$ cat config.mk
export PLATFORM = sky130hd
export DESIGN_NAME = sipo_frame_rx
export DESIGN_NICKNAME = d
export VERILOG_FILES = /design/src/rtl/sipo_frame_rx.sv
export SDC_FILE = /design/constraint.sdc
export NUM_CORES = 1
export LEC_CHECK = 0
export CAP_MARGIN = 20
export CORE_UTILIZATION = 45
export CTS_CLUSTER_DIAMETER = 80
export DETAILED_ROUTE_END_ITERATION = 6
export MAX_ROUTING_LAYER = met4
export PLACE_DENSITY = 0.7
export RECOVER_POWER = 50
export SYNTH_ARGS = -nofsm -noshare
export SYNTH_HDL_FRONTEND = slang
export SYNTH_SLANG_ARGS = --single-unit
$ cat constraint.sdc
create_clock -name clk -period 2.8 [get_ports clk]
set_input_delay 0.28 -clock clk [delete_from_list [all_inputs] [get_ports clk]]
set_output_delay 0.28 -clock clk [all_outputs]
set_load 0.02 [all_outputs]
$ cat src/rtl/sipo_frame_rx.sv
// Serial frame receiver: start bit, WIDTH data bits MSB-first, even parity, stop=0.
// Presents good words on a valid/ready port and flags parity, framing and overrun errors.
module sipo_frame_rx #(
  parameter int unsigned WIDTH = 4,
  parameter int unsigned CNT_W = 8
) (
  input  logic             clk,
  input  logic             rst,
  input  logic             din,
  output logic [WIDTH-1:0] dout_data,
  output logic             dout_valid,
  input  logic             dout_ready,
  output logic             parity_err,
  output logic             framing_err,
  output logic             overrun,
  output logic [CNT_W-1:0] frame_count
);

  localparam int unsigned BCW = (WIDTH > 2) ? $clog2(WIDTH) : 1;
  localparam logic [BCW-1:0]   BC_ONE   = BCW'(1);
  localparam logic [BCW-1:0]   BC_LAST  = BCW'(WIDTH - 1);
  localparam logic [CNT_W-1:0] CNT_ONE  = CNT_W'(1);

  typedef enum logic [1:0] {IDLE, DATA, PARITY, STOP} state_t;

  state_t           state_q;
  logic [BCW-1:0]   bit_cnt_q;
  logic [WIDTH-1:0] sh_q;
  logic             par_ok_q;
  logic [WIDTH-1:0] dout_data_q;
  logic             dout_valid_q;
  logic             parity_err_q;
  logic             framing_err_q;
  logic             overrun_q;
  logic [CNT_W-1:0] frame_count_q;

  always_ff @(posedge clk) begin
    if (rst) begin
      state_q       <= IDLE;
      bit_cnt_q     <= '0;
      sh_q          <= '0;
      par_ok_q      <= 1'b0;
      dout_data_q   <= '0;
      dout_valid_q  <= 1'b0;
      parity_err_q  <= 1'b0;
      framing_err_q <= 1'b0;
      overrun_q     <= 1'b0;
      frame_count_q <= '0;
    end else begin
      parity_err_q  <= 1'b0;
      framing_err_q <= 1'b0;
      overrun_q     <= 1'b0;
      // A consume clears valid; a load in STOP on the same edge overrides this below.
      if (dout_valid_q && dout_ready) dout_valid_q <= 1'b0;
      case (state_q)
        IDLE: begin
          if (din) begin
            state_q   <= DATA;
            bit_cnt_q <= '0;
          end
        end
        DATA: begin
          sh_q      <= {sh_q[WIDTH-2:0], din};
          bit_cnt_q <= bit_cnt_q + BC_ONE;
          if (bit_cnt_q == BC_LAST) state_q <= PARITY;
        end
        PARITY: begin
          par_ok_q <= ~(^sh_q ^ din);
          state_q  <= STOP;
        end
        STOP: begin
          state_q <= IDLE;
          if (din) begin
            framing_err_q <= 1'b1;
          end else if (!par_ok_q) begin
            parity_err_q <= 1'b1;
          end else if (!dout_valid_q || dout_ready) begin
            dout_data_q   <= sh_q;
            dout_valid_q  <= 1'b1;
            frame_count_q <= frame_count_q + CNT_ONE;
          end else begin
            overrun_q <= 1'b1;
          end
        end
        default: state_q <= IDLE;
      endcase
    end
  end

  assign dout_data   = dout_data_q;
  assign dout_valid  = dout_valid_q;
  assign parity_err  = parity_err_q;
  assign framing_err = framing_err_q;
  assign overrun     = overrun_q;
  assign frame_count = frame_count_q;

endmodule

==> out/metrics.csv <==
metric,value,unit
avgSynthCellArea,9.82,um^2
syn_inst,117,
busiest_layer,met2,
cp_top_family,simple AND/OR/NAND/NOR gates,
period_share,0.600,
synth_top_cell_by_area,dfxtp_1,
synthArstFlopShare,0,
min_delay_worst_endpoint,bit_cnt_q[0],
grt_max_degree,26,
cts_tree,done,
synth_area,0.00115,mm^2
final-max-slew-violation-count,0,
tightest_slew,0.861,ns
syn-num-nets,128,
nNetsFinal,146,
critPathKind,flop to flop,
holdPathStages,2,
vias_per_cell,5.13,
finalSetupViolations,0,
cts_buffer_depth,2,
min_period,1.68,ns
hold_buffers,0,
maxSlewHeadroom,0.424,
ys.flop_type,dfxtp_1,
fp-row-count,17,
antenna_found_initial,0,
yosysMostFrequentCell,dfxtp_1,
r2r_start,state_q[0],
max_stage_delay,0.41,ns
use_met3,0.0609,
num_vias,831,
hp-start,bit_cnt_q[0],
cts.repair.resized,0,
critPathSlowestCell,dfxtp_1,
antenna_cells,0,
synth_top_area_frac,0.436,
die_x,52.5,um
r2r-end,frame_count[3],
power,726,uW
cts.clk_slew.worst_paths,0.13,ns
seq_area_frac_synth,0.436,
cp_cell_sequence,"ha_1, nand3b_1, nor4b_2, xnor2_1, nor2_1",
syn_to_final_growth,17.3,%
boundaryPins,20,
p_leak,0.000477,uW
finalSetupTns,0,ns
synth_cell_types,27,
skew,0.00603,ns
coreArea,0.00232,mm^2
cts_root_buffer,clkbuf_4,
status,"complete, no violations",
crit_fanout,11,
hp-class,flop to flop,
grt-ovfl-total,0,
clock-sinks,25,
grt_pass1_vias,793,
cp_data_arrival_time,1.86,ns
cts_buffers,3,
dr.pass1.iters,4,
grt_pass1_wl,3440,um
hold_violations,0,
use_met2,0.270,
crit_required,2.98,ns
final_core_util,0.581,
gp_congestion,0.747,
synth_edf_count,0,
post_cts_buffers,0,
yosysWarningCount,0,
first_iter_violations,14,
ant_nets,0,
hold-worst-slack,0.480,ns
die_h,52.5,um
dieArea,0.00276,mm^2
path_depth,5,
h-tree-depth,1,
irDropWorstVdd,0.395,mV
grt.total_usage,0.176,
use_met1,0.218,
worstSkewPairLatency,0.31,ns
avgRoutedWirePerCell,11.8,um
synth_area_leaders,"dfxtp_1, xnor2_1, ha_1, nor2_1, mux2i_1",
fmax,0.595,GHz
critical_path_buf_inv_count,0,
maxCapViolCount,0,
drt_wl_total,1910,um
start_util,0.495,
synthTopCellsByCount,"dfxtp_1, nor2_1, xnor2_1",
io_buffer_count,19,
rsz0062_at_grt,false,
drive_gt1_frac,0.0821,
start_kind,flop,
dp_hpwl,1430,um
cp-end-kind,flop,
r2r_slack,1.12,ns
rr_worst_depth,5,
power.density,539,mW/mm^2
ys_ff_latch,25,
drc,0,
-- cell usage in the layout (no fill, tap or decap), types with 5 or more instances in the layout --
cell and count:
clkdlybuf4s50_1 12, xnor2_1 11, nor2_1 16, dlygate4sd3_1 7
o21ai_0 6, a21oi_1 7, dfxtp_1 25, nand2_1 8
mux2i_1 5, ha_1 7
-- tightest hold or removal path, stage by stage, from the launching register on --
cell,delay [ns]
dfxtp_1,0.34
nand2_1,0.05
a21oi_1,0.05
-- cell families (layout without fill, tap and decap cells) --
logic type	count (synthesis)	count (layout)	synth area share
multiplexers	5	5	0.0436
AND/OR/NAND/NOR	43	43	0.227
adder cells (fa/ha/maj)	7	7	0.0762
flip-flops	25	25	0.436
AO/OA/AOI/OAI	17	17	0.0915
XOR/XNOR	11	11	0.0839
buffers and inverters	9	26	0.0425
-- flip-flops by register name, indices dropped and copies added, names as in the netlist --
| register | cells |
|---|---|
| par_ok_q | 1 |
| state_q | 2 |
| frame_count | 8 |
| sh_q | 4 |
| framing_err | 1 |
| dout_valid | 1 |
| bit_cnt_q | 2 |
| overrun | 1 |
| dout_data | 4 |
| parity_err | 1 |
-- area by class of cell --
cell class	instances	area [um^2]
tap	28	35.0
sequential	25	500
clock buffer	3	22.5
clock inverter	1	5.00
multi-input combinational	83	583
timing repair buffer	19	190
inverter	3	11.3
fill	213	971
-- power by group --
part | internal, uW | total [uW] | switching (uW)
clock | 53.4 | 152 | 98.3
sequential | 385 | 412 | 27.2
combinational | 74.5 | 163 | 88.2
total | 512 | 726 | 214
-- per-stage QoR --
step	instance area (um^2)	std cells	setup slack, ns
global placement	1340	158	0.879
global route	1350	162	0.958
CTS	1360	162	1.09
detailed placement	1340	158	0.811
floorplan	1150	117	1.45
finish	1350	162	1.12
-- worst max-delay path by stage --
stage,start,end,slack (ns)
global route,state_q[0],state_q[1],0.96
global placement,din,frame_count[3],0.88
finish,state_q[0],frame_count[3],1.12
CTS,frame_count[0],frame_count[0],1.09
detailed placement,din,frame_count[3],0.81
floorplan,state_q[1],state_q[1],1.45
-- layer usage --
metal / vias to the layer above / part of all wire
met5: - / 0
met4: 0 / 0.0089
met3: 2 / 0.044
met2: 21 / 0.45
met1: 379 / 0.50
li1: 429 / -
Power figures use the tool's default switching activity.
